[config.mk]
export PLATFORM = sky130hd
export DESIGN_NAME = uart_tx_dev_flat
export DESIGN_NICKNAME = d
export VERILOG_FILES = /design/src/rtl/uart_tx_pkg.sv /design/src/rtl/uart_tx_dev_if.sv /design/src/rtl/tx_fifo.sv /design/src/rtl/uart_tx_dev.sv /design/src/flat_wrapper.sv
export SDC_FILE = /design/constraint.sdc
export NUM_CORES = 1
export LEC_CHECK = 0
export ABC_AREA = 1
export ABC_CLOCK_PERIOD_IN_PS = 9700
export CAP_MARGIN = 20
export CORE_ASPECT_RATIO = 0.9
export CORE_MARGIN = 3
export CORE_UTILIZATION = 40
export CTS_CLUSTER_DIAMETER = 150
export DETAILED_ROUTE_END_ITERATION = 7
export PLACE_DENSITY_LB_ADDON = 0.2
export REMOVE_ABC_BUFFERS = 1
export SETUP_SLACK_MARGIN = 0.15
export SYNTH_ARGS = -nofsm -noshare
export SYNTH_HDL_FRONTEND = slang
export SYNTH_HIERARCHICAL = 1
export SYNTH_SLANG_ARGS = --single-unit
[constraint.sdc]
create_clock -name clk -period 9.7 [get_ports clk]
set_clock_uncertainty 0.15 [all_clocks]
set_input_delay 1.455 -clock clk [delete_from_list [all_inputs] [get_ports clk]]
set_output_delay 1.455 -clock clk [all_outputs]
set_load 0.05 [all_outputs]
[src/rtl/uart_tx_pkg.sv]
// uart_tx_pkg: register offsets, CTRL/STATUS bit positions and FSM encoding for uart_tx_dev
package uart_tx_pkg;
  localparam logic [1:0] REG_CTRL   = 2'd0;
  localparam logic [1:0] REG_STATUS = 2'd1;
  localparam logic [1:0] REG_DATA   = 2'd2;
  localparam logic [1:0] REG_DIV    = 2'd3;
  localparam int CTRL_EN   = 0;
  localparam int CTRL_IE   = 1;
  localparam int ST_EMPTY  = 0;
  localparam int ST_FULL   = 1;
  localparam int ST_BUSY   = 2;
  localparam int ST_OVF    = 3;
  localparam int ST_CNT_LO = 4;
  typedef enum logic [1:0] {S_IDLE, S_START, S_DATA, S_STOP} tx_state_t;
endpackage

[src/rtl/uart_tx_dev_if.sv]
// uart_tx_dev_if: bridge-side bus of the UART transmitter
//   Addr : word address (only [1:0] decoded)   WE : full-word write strobe
//   Din  : write data                          Dout : combinational read data
//   IRQ  : level interrupt request
interface uart_tx_dev_if;
  logic [29:0] Addr;
  logic        WE;
  logic [31:0] Din;
  logic [31:0] Dout;
  logic        IRQ;
  modport master (output Addr, WE, Din, input Dout, IRQ);
  modport slave (input Addr, WE, Din, output Dout, IRQ);
endinterface

[src/rtl/tx_fifo.sv]
// tx_fifo: 8-bit synchronous FIFO with asynchronous clear
//   clk, reset : clock, async active-high clear
//   push, din  : write strobe and byte (caller guarantees not full unless popping)
//   pop, dout  : read strobe and head byte (caller guarantees not empty)
//   full, empty, count : occupancy
module tx_fifo #(
  parameter int DEPTH = 8
) (
  input  logic                   clk,
  input  logic                   reset,
  input  logic                   push,
  input  logic                   pop,
  input  logic [7:0]             din,
  output logic [7:0]             dout,
  output logic                   full,
  output logic                   empty,
  output logic [$clog2(DEPTH):0] count
);
  localparam int AW = $clog2(DEPTH);
  logic [7:0]    mem [DEPTH];
  logic [AW-1:0] wp, rp;
  always_ff @(posedge clk)
    if (push) mem[wp] <= din;
  always_ff @(posedge clk or posedge reset)
    if (reset) begin
      wp    <= '0;
      rp    <= '0;
      count <= '0;
    end else begin
      if (push) wp <= wp + 1'b1;
      if (pop) rp <= rp + 1'b1;
      count <= (push & ~pop) ? count + 1'b1 : (pop & ~push) ? count - 1'b1 : count;
    end
  assign full  = count == (AW+1)'(DEPTH);
  assign empty = count == '0;
  assign dout  = mem[rp];
endmodule

[src/rtl/uart_tx_dev.sv]
// uart_tx_dev: memory-mapped 8N1 UART transmitter with TX FIFO and level IRQ
//   clk, reset : clock, async active-high reset
//   bus        : bridge responder (Addr/WE/Din in, Dout/IRQ out)
//   tx         : serial line, idles high
module uart_tx_dev
  import uart_tx_pkg::*;
#(
  parameter int          FIFO_DEPTH = 8,
  parameter logic [15:0] DIV_RESET  = 16'd433
) (
  input  logic          clk,
  input  logic          reset,
  uart_tx_dev_if.slave  bus,
  output logic          tx
);
  localparam int CW = $clog2(FIFO_DEPTH) + 1;
  tx_state_t     state, state_n;
  logic          en, ie, ovf, irq;
  logic [15:0]   div, div_l, tmr;
  logic [2:0]    idx;
  logic [7:0]    shift;
  logic [7:0]    f_dout;
  logic          f_full, f_empty;
  logic [CW-1:0] f_cnt;
  logic [31:0]   cnt32;
  logic [3:0]    cnt4;
  logic [1:0]    a;
  logic          wr_ctrl, wr_status, wr_data, wr_div;
  logic          push, pop, tick, busy;
  logic          unused_ok;
  assign a         = bus.Addr[1:0];
  assign wr_ctrl   = bus.WE & (a == REG_CTRL);
  assign wr_status = bus.WE & (a == REG_STATUS);
  assign wr_data   = bus.WE & (a == REG_DATA);
  assign wr_div    = bus.WE & (a == REG_DIV);
  assign unused_ok = ^{bus.Addr[29:2], bus.Din[31:16]};
  assign tick = tmr == '0;
  assign busy = state != S_IDLE;
  // a full FIFO still takes a byte when the head leaves in the same cycle
  assign push = wr_data & (~f_full | pop);
  tx_fifo #(.DEPTH(FIFO_DEPTH)) u_fifo (
    .clk   (clk),
    .reset (reset),
    .push  (push),
    .pop   (pop),
    .din   (bus.Din[7:0]),
    .dout  (f_dout),
    .full  (f_full),
    .empty (f_empty),
    .count (f_cnt)
  );
  always_ff @(posedge clk or posedge reset)
    if (reset) state <= S_IDLE;
    else state <= state_n;
  always_comb begin
    state_n = state;
    pop     = 1'b0;
    unique case (state)
      S_IDLE: begin
        pop     = en & ~f_empty;
        state_n = pop ? S_START : S_IDLE;
      end
      S_START: state_n = tick ? S_DATA : S_START;
      S_DATA:  state_n = (tick && idx == 3'd7) ? S_STOP : S_DATA;
      S_STOP:  state_n = tick ? S_IDLE : S_STOP;
      default: state_n = S_IDLE;
    endcase
  end
  // the bit timer counts the latched divisor down to zero, so each bit lasts div_l+1 cycles
  always_ff @(posedge clk or posedge reset)
    if (reset) begin
      en    <= 1'b0;
      ie    <= 1'b0;
      ovf   <= 1'b0;
      irq   <= 1'b0;
      div   <= DIV_RESET;
      div_l <= DIV_RESET;
      tmr   <= '0;
      idx   <= '0;
      shift <= '0;
    end else begin
      irq <= ie & f_empty & ~busy;
      if (wr_ctrl) begin
        en <= bus.Din[CTRL_EN];
        ie <= bus.Din[CTRL_IE];
      end
      if (wr_div) div <= bus.Din[15:0];
      if (wr_status) ovf <= 1'b0;
      else if (wr_data && !push) ovf <= 1'b1;
      if (pop) begin
        shift <= f_dout;
        div_l <= div;
        tmr   <= div;
        idx   <= '0;
      end else if (busy) begin
        tmr <= tick ? div_l : tmr - 1'b1;
        if (tick && state == S_DATA) begin
          shift <= shift >> 1;
          idx   <= idx + 1'b1;
        end
      end
    end
  assign tx    = (state == S_START) ? 1'b0 : (state == S_DATA) ? shift[0] : 1'b1;
  assign cnt32 = 32'(f_cnt);
  assign cnt4  = (cnt32 > 32'd15) ? 4'hF : cnt32[3:0];
  assign bus.IRQ  = irq;
  assign bus.Dout = (a == REG_CTRL)   ? {30'b0, ie, en} :
                    (a == REG_STATUS) ? {24'b0, cnt4, ovf, busy, f_full, f_empty} :
                    (a == REG_DIV)    ? {16'b0, div} : 32'b0;
endmodule
[src/flat_wrapper.sv]
// flat-port wrapper written by rule: the top's interface ports become plain ports
module uart_tx_dev_flat import uart_tx_pkg::*;
#(
  parameter int          FIFO_DEPTH = 8,
  parameter logic [15:0] DIV_RESET  = 16'd433
)
  (clk, reset, tx, bus_Addr, bus_WE, bus_Din, bus_Dout, bus_IRQ);
  uart_tx_dev_if bus_i ();
  input  logic clk;
  input  logic reset;
  output logic tx;
  input wire logic [$bits(bus_i.Addr)-1:0] bus_Addr;
  input wire logic [$bits(bus_i.WE)-1:0] bus_WE;
  input wire logic [$bits(bus_i.Din)-1:0] bus_Din;
  output wire logic [$bits(bus_i.Dout)-1:0] bus_Dout;
  output wire logic [$bits(bus_i.IRQ)-1:0] bus_IRQ;
  assign bus_i.Addr = bus_Addr;
  assign bus_i.WE = bus_WE;
  assign bus_i.Din = bus_Din;
  assign bus_Dout = bus_i.Dout;
  assign bus_IRQ = bus_i.IRQ;
  uart_tx_dev #(.FIFO_DEPTH(FIFO_DEPTH), .DIV_RESET(DIV_RESET)) u_core (.clk(clk), .reset(reset), .bus(bus_i), .tx(tx));
endmodule
Word level (Yosys, flattened, before mapping):

Memories as Yosys holds them, arrays and structs flattened.
Index checks and enable logic that the tools add are counted.

* output and inout bits: 34
* RAM bits: 64
* bits of input ports: 65
* flip-flop bits (word level): 75
* memories: 1
* ROM bits: 0
* word-level logic and storage cells: 86
* bits in latches: 0

* add/subtract/negate cells: 6
* shift operators: 0
* $mul: 0
* divide/modulo/power cells: 0
* bitwise logic cells: 16
* equal/unequal tests: 8
* magnitude comparators: 1
* multiplexer cells: 27
* reduce and logical (&&, ||, !) cells: 14

Memory list
* u_core.u_fifo.mem: depth 8, bits a word 8, read ports 1, clocked after memory_dff 0, wr ports 1, line tx_fifo.sv:20 `logic [7:0] mem [DEPTH];`

Operators by type and width (number)
* $mux W16: 4
* $mux W32: 2
* $mux W8: 3
* $logic_not A16 Y1: 1
* $sub A16 B1 Y16 const B: 1
* $mux W4: 3
* $and A1 B1 Y1: 10
* $reduce_bool A2 Y1: 5
* $add A3 B1 Y3 const B: 3
* $mux W1: 9
* $mux W3: 3
* $eq A2 B2 Y1 const B: 4
* $pmux W2 S4: 1
* $not A1 Y1: 5
* $add A4 B1 Y4 const B: 1
* $eq A2 B1 Y1 const B: 2
* $eq A4 B4 Y1 const B: 1
* $gt A4 B4 Y1 const B: 1
* $logic_not A2 Y1: 2
* $logic_not A4 Y1: 1
* $mux W2: 2
* $sub A4 B1 Y4 const B: 1
* $eq A3 B3 Y1 const B: 1
* $logic_and A1 B1 Y1: 3
* other kinds (3): 3

Logic depth before layout (Yosys ltp):

Gate-level depths: netlist of the first run.

* word-level depth: 10
* depth in mapped cells: 19

Hierarchy:

The synthesis of the first run kept the hierarchy.

By module, submodules not included
* uart_tx_dev: area each 3772.4 um^2, times used 1, cells each 494, sequential area each 1639.1 um^2
* tx_fifo: area each 3353.2 um^2, times used 1, cells each 350, sequential area each 2172.1 um^2

Least setup slack after synthesis of the first run:

Ideal clock, no wire load.

* path type: input -> output
* start: input port bus_Addr[0]
* end: output port bus_Dout[7]
* data arrival time: 2852 ps
* data required time: 8095 ps
* path buffers: 1
* stages on the path: 3
* setup slack: 5243 ps
* cell sequence: nand2_1 > clkbuf_1 > o21ai_0

* longest elaborated chain between the ends: 4

RTL lines
* from (decl): line flat_wrapper.sv:12 `input wire logic [$bits(bus_i.Addr)-1:0] bus_Addr;`
* $eq A2 B2 Y1: line uart_tx_dev.sv:109 `(a == REG_DIV) ? {16'b0, div} : 32'b0;`
* $mux W16: line uart_tx_dev.sv:109
* $mux W32: line uart_tx_dev.sv:108 `(a == REG_STATUS) ? {24'b0, cnt4, ovf, busy, f_full, f_empty} :`
* $mux W32 (*): line uart_tx_dev.sv:107 `assign bus.Dout = (a == REG_CTRL) ? {30'b0, ie, en} :`
* to (decl): line flat_wrapper.sv:15 `output wire logic [$bits(bus_i.Dout)-1:0] bus_Dout;`

Mark *: on every way between the ends. The rest lies on a longest branch, timed or not.

Final worst setup path of the first run:

* start: input port bus_Addr[1]
* end: output port bus_Dout[3]

Same word-level chain as after synthesis.

==> results of run 1 <==
-- sequential cells by signal, indices dropped and copies added (netlist names) --
register	count
u_core/u_fifo/rp	3
u_core/u_fifo/wp	3
u_core/en	1
u_core/ovf	1
u_core/shift	8
u_core/idx	3
u_core/ie	1
u_core/u_fifo/count	4
u_core/div	16
u_core/u_fifo/mem	64
u_core/tmr	16
u_core/div_l	16
u_core/state	2
u_core/bus.IRQ	1
-- routing by layer --
layer  global-route usage  part of all wire  vias to the layer above
li1                     -                 -                     2705
met1               0.2420              0.54                     2489
met2               0.2301              0.42                       88
met3              0.03870             0.038                        9
met4              0.04232            0.0092                        0
met5                    0                 0                        -
-- cell families (layout without fill, tap and decap cells) --
group | after synthesis | count (layout) | synth area share
AOI/OAI and AO/OA | 88 | 88 | 0.06796
xor gates and xnor gates | 9 | 9 | 0.01106
adders and majority gates | 10 | 10 | 0.01861
buffers and inverters | 139 | 173 | 0.09183
DFF | 139 | 139 | 0.5349
muxes | 1 | 1 | 0.001405
other | 1 | 16 | 0.0005263
and+or+nand+nor | 457 | 457 | 0.2738
-- power groups by stage --
stage	sequential, mW	combinational (mW)	clock (mW)
finish	0.855	0.739	0.672
detailed placement	0.864	0.743	0
floorplan	0.869	0.537	0
global placement	0.863	0.730	0
global route	0.872	0.851	0.711
CTS	0.855	0.746	0.687
-- per-stage QoR --
step                      utilization  instances  hold slack (ps)  power (mW)
final                          0.4796       1128            319.8       2.266
after global routing           0.4796       1128            361.3       2.435
after CTS                      0.4780       1127            324.6       2.288
after detailed placement       0.4424       1095            309.7       1.607
after global placement         0.4424       1095            304.3       1.594
after floorplan                     -        819            292.5       1.406
-- placed cells by master, fill, tap and decap left out, types with 3 or more instances in the layout --
cell and n:
buf_4 3, dfrtp_1 64, xor2_1 6, dfstp_2 10, clkbuf_1 3, nand4_1 3
nor2_4 7, clkinvlp_4 5, nor2_2 5, o21ai_0 50, clkdlybuf4s50_1 38, inv_2 7
a21oi_2 10, bufinv_16 4, xnor2_1 3, nand2_2 24, nor2_1 132, ha_1 9
a21oi_1 23, clkbuf_16 17, nand2_1 235, conb_1 16, inv_1 91, edfxtp_1 64
nand3_1 42
-- cell type report --
type | count | area share
clock buffers | 20 | 0.05302
clock inverters | 12 | 0.02127
inverters | 99 | 0.04512
multi-input cells | 581 | 0.3298
flip-flops and latches | 139 | 0.4629
well taps | 235 | 0.03570
repair buffers | 42 | 0.05226
-- worst register-to-register path: stages, from the launching register on --
cell	delay [ps]
dfrtp_1	440
or2_2	330
nor3_1	200
inv_1	100
nand2_2	280
inv_2	70
nand2_2	600
a21oi_1	370
ha_1	320
inv_1	140
ha_1	280
or2_2	310
nand2_1	70
nand2_1	50
nand3_1	70
nand2_1	50
-- worst paths after layout --
check,cells after the start,endpoint,slack [ps]
max,4,bus_Dout[3],4290
min,2,u_core/shift[5]$_DFFE_PP0P_,320
max reg2reg,15,u_core/u_fifo/count[3]$_DFFE_PP0P_,5750
min reg2reg,2,u_core/shift[5]$_DFFE_PP0P_,320
max in group asynchronous,3,u_core/shift[3]$_DFFE_PP0P_,7360
min in group asynchronous,2,u_core/u_fifo/count[0]$_DFFE_PP0P_,1230
==> flow_summary.toml, run 1 <==
[synthesis]
synth_common_cells = "nand2_1, nor2_1, inv_1"
synth_most_common_cell = "nand2_1"
yosysSeqAreaShare = 0.5349
ys_types = 37
synth_area_leaders = "edfxtp_1, dfrtp_1, nand2_1, nor2_1, inv_1"
synth_ff_type = "dfrtp_1"
async_flop_share = 0.5396
ys_seq_elements = 139
synth_edf_count = 64
synth.avg_cell_area_um2 = 8.443
synth_cells = 844
yosysTopAreaCell = "edfxtp_1"
yosys.area.top_type_share = 0.2697
yosysWarningCount = 6
syn_area_um2 = 7126

[timing]
fmax_ghz = 0.1848
maxSlewViolCount = 0
worst_slack_ps = 4288
tightest_slew_ps = 853.7
hold_viol_final = 0
max_slew_margin = 0.4287
rsz0062_at_grt = "false"
finalSetupViolCount = 0
tns_ps = 0
min_period_over_period = 0.5579
period_needed_ps = 5412

[placement]
place_area_um2 = 7597
place_ws_ps = 4287
hpwl_mm = 10.12
portBuffers = 38
gp_routability_congestion = 0.8177

[layout]
multi_input_area_um2 = 2716
drive_gt1_frac = 0.1153
n_antenna_cell = 0
fin_area_um2 = 8237
final_nets = 955
seq_area_um2 = 3812
n_fill_cell = 1675
area_growth_pct = 15.59

[worst_setup_path]
crit_buf_inv = 2
cp_common_cell = "clkdlybuf4s50_1"
crit_arrival_ps = 3810
r2r-start = "u_core/u_fifo/count[0]$_DFFE_PP0P_"
startpoint = "bus_Addr[1]"
required_ps = 8100
crit_path_end_kind = "output pin"
start_kind = "input port"
slowest_delay_ps = 880
critical_path.max_fanout = 15
crit_chain = "clkdlybuf4s50_1 -> nand2_1 -> o21ai_0 -> clkdlybuf4s50_1"
path_class = "input port to output pin"
crit_slowest_cell = "clkdlybuf4s50_1"
critPathTopFamily = "buffers and inverters"

[routing]
first_iter_violations = 359
antenna_left = 0
drt-pass1-iter-count = 5
wire_per_inst_um = 13.30
vias = 5291
wl_mm = 15.00
drc = 0
avgViaCountPerCell = 4.691

[grt]
grt_usage = 0.1601
grt_pass1_wl_mm = 25.10
gr-total-overflow = 0
grt_pass1_vias = 4915
grt_max_degree = 67
antenna_found_initial = 0

[floorplanning]
die_area_um2 = 19450
start_util = 0.4149
fp.dieH_um = 132.6
core_area_um2 = 17170
die_w_um = 146.7
rows = 45
ioPinCount = 99

[pwr]
clkPwrFrac = 0.297
intPower_mw = 1.429
ir_drop_uv = 139.4
power_frac_seq = 0.377
pwr-share-comb = 0.326
switching_share = 0.3695
p_sw_uw = 837.3
p_per_area_nw_per_um2 = 275.1
leakage_nw = 3.722

[status]
status = "finished clean"

[cts]
cts_setup_buffers = 0
cts_resized = 0
root_buffer = "clkbuf_16"
cts-htree-levels = 4
postCtsHoldBufs = 0
cts_tree = "built"
numCtsBuffers = 17
clk_pin_slew_worst_paths_ps = 60
clockBufferDepth = 2
insertion_delay_ps = 420
cts.sinks = 139

[flow_run]
cap_violations = 0

[worst_hold_path]
hold_class = "flop to flop"
min-delay-start = "u_core/shift[5]$_DFFE_PP0P_"
Power figures use the tool's default switching activity.
==> inputs of run 2 (changes only) <==
--- a/config.mk
+++ b/config.mk
@@ -6,7 +6,7 @@
 export NUM_CORES = 1
 export LEC_CHECK = 0
 export ABC_AREA = 1
-export ABC_CLOCK_PERIOD_IN_PS = 9700
+export ABC_CLOCK_PERIOD_IN_PS = 4600
 export CAP_MARGIN = 20
 export CORE_ASPECT_RATIO = 0.9
 export CORE_MARGIN = 3
==> constraint.sdc (replaced) <==
create_clock -name clk -period 4.6 [get_ports clk]
set_clock_uncertainty 0.15 [all_clocks]
set_input_delay 0.69 -clock clk [delete_from_list [all_inputs] [get_ports clk]]
set_output_delay 0.69 -clock clk [all_outputs]
set_load 0.05 [all_outputs]
==> run 2 against run 1 <==
Effect of this change:
- global-route usage up 0.19 points
- routed wire length up 0.81%
- first-iteration DRC count fell by 10%
- sequential share of layout area barely moved
- via count fell by 0.66%
- critical path depth did not move
- sequential power grew 110%
- critical endpoint unchanged
- clock power up 110%
- count of clock-buffer cells in the layout down 2
- die area unchanged
- final cell count increased by 0.18%
- sequential cell count did not move
==> flow_summary.toml, run 2 (synthesis results as in run 1) <==
[status]
status = "finished clean"

[floorplanning]
fp.dieH_um = 132.6
die_w_um = 146.7
rows = 45
ioPinCount = 99
start_util = 0.4149
die_area_um2 = 19450
core_area_um2 = 17170

[cts]
cts_tree = "built"
postCtsHoldBufs = 0
insertion_delay_ps = 410
clockBufferDepth = 2
cts_resized = 0
clk_pin_slew_worst_paths_ps = 60
root_buffer = "clkbuf_16"
numCtsBuffers = 17
cts-htree-levels = 4
cts.sinks = 139
cts_setup_buffers = 0

[worst_setup_path]
crit_buf_inv = 2
required_ps = 3760
slowest_delay_ps = 890
crit_chain = "clkdlybuf4s50_1 -> nand2_1 -> o21ai_0 -> clkdlybuf4s50_1"
critPathTopFamily = "buffers and inverters"
crit_arrival_ps = 3040
cp_common_cell = "clkdlybuf4s50_1"
crit_path_end_kind = "output pin"
path_class = "input port to output pin"
crit_slowest_cell = "clkdlybuf4s50_1"
critical_path.max_fanout = 15
start_kind = "input port"

[layout]
area_growth_pct = 15.52
n_fill_cell = 1695
largest_reg_flops = 64
top_register = "u_core/u_fifo/mem"
mostFrequentLayoutCell = "nand2_1"
fin_area_um2 = 8232
n_antenna_cell = 0
drive_gt1_frac = 0.1196
final_cell_mix = "nand2_1, nor2_1, inv_1"
final_nets = 957

[timing]
worst_slack_ps = 722.8
min_period_over_period = 0.8429
max_slew_margin = 0.3658
period_needed_ps = 3877
maxSlewViolCount = 0
finalSetupViolCount = 0
tns_ps = 0
hold_viol_final = 0
rsz0062_at_grt = "false"
fmax_ghz = 0.2579
tightest_slew_ps = 949.0

[grt]
grt_max_degree = 67
antenna_found_initial = 0
grt_pass1_vias = 4980
grt_usage = 0.1621
gr-total-overflow = 0
grt_pass1_wl_mm = 25.41

[placement]
gp_routability_congestion = 0.8430
place_ws_ps = 765.3
portBuffers = 38
hpwl_mm = 10.32
place_area_um2 = 7612

[worst_hold_path]
hold_class = "flop to flop"

[pwr]
power_mw = 4.774
leakage_nw = 3.731
ir_drop_uv = 357.7
p_per_area_nw_per_um2 = 580.0

[routing]
drt-pass1-iter-count = 5
first_iter_violations = 322
wl_mm = 15.13
vias = 5256
avgViaCountPerCell = 4.651
wire_per_inst_um = 13.39
antenna_left = 0
drc = 0

[flow_run]
cap_violations = 0
-- run 2: cell types whose count changed in the layout (fill, tap and decap cells not counted) --
cell	change
buf_12	+1
buf_16	-1
buf_4	+2
bufinv_16	-1
clkbuf_1	-2
clkinv_2	+1
clkinv_4	+2
clkinvlp_4	-2
inv_6	+2
-- run 2: power by group --
group	leakage, nW	internal, mW	switching, mW
combinational	2.00	0.541	1.03
clock	0.284	0.854	0.534
sequential	1.45	1.59	0.228
total	3.73	2.98	1.79
-- run 2: final timing paths --
check                                                endpoint  depth (start not counted)                               start  slack [ps]
max                                               bus_Dout[3]                          4                         bus_Addr[1]         720
min                               u_core/shift[5]$_DFFE_PP0P_                          2         u_core/shift[5]$_DFFE_PP0P_         320
max reg2reg                u_core/u_fifo/count[3]$_DFFE_PP0P_                         15  u_core/u_fifo/count[0]$_DFFE_PP0P_        1350
min reg2reg                       u_core/shift[5]$_DFFE_PP0P_                          2         u_core/shift[5]$_DFFE_PP0P_         320
max in group asynchronous           u_core/div[0]$_DFFE_PP1P_                          3                               reset        2720
min in group asynchronous  u_core/u_fifo/count[2]$_DFFE_PP0P_                          2                               reset         470
-- run 2: layer usage --
layer | global-route usage | part of all wire
met5 | 0 | 0
met4 | 0.03918 | 0.0080
met3 | 0.03904 | 0.039
met2 | 0.2291 | 0.41
met1 | 0.2500 | 0.54
-- run 2: final cells by class --
| cell class | count | area, um^2 | share of cell area |
|---|---|---|---|
| sequential | 139 | 3812 | 0.4631 |
| multi-input combinational | 581 | 2716 | 0.3300 |
| timing repair buffer | 44 | 437.9 | 0.05320 |
| clock buffer | 18 | 429.2 | 0.05214 |
| inverter | 99 | 371.6 | 0.04514 |
| tap | 235 | 294.0 | 0.03572 |
| clock inverter | 14 | 170.2 | 0.02067 |
-- run 2: per-stage QoR --
step	std cells	utilization	hold slack (ps)
after global routing	1130	0.4793	336.2
after CTS	1129	0.4782	324.1
after global placement	1097	0.4433	307.6
after detailed placement	1097	0.4433	309.2
final	1130	0.4793	321.8
after floorplan	819	-	292.5
-- run 2: tightest hold or removal path, cell delays in order, from the launching register on --
cell	delay, ps
dfrtp_1	340
nand2_1	50
nand2_1	50
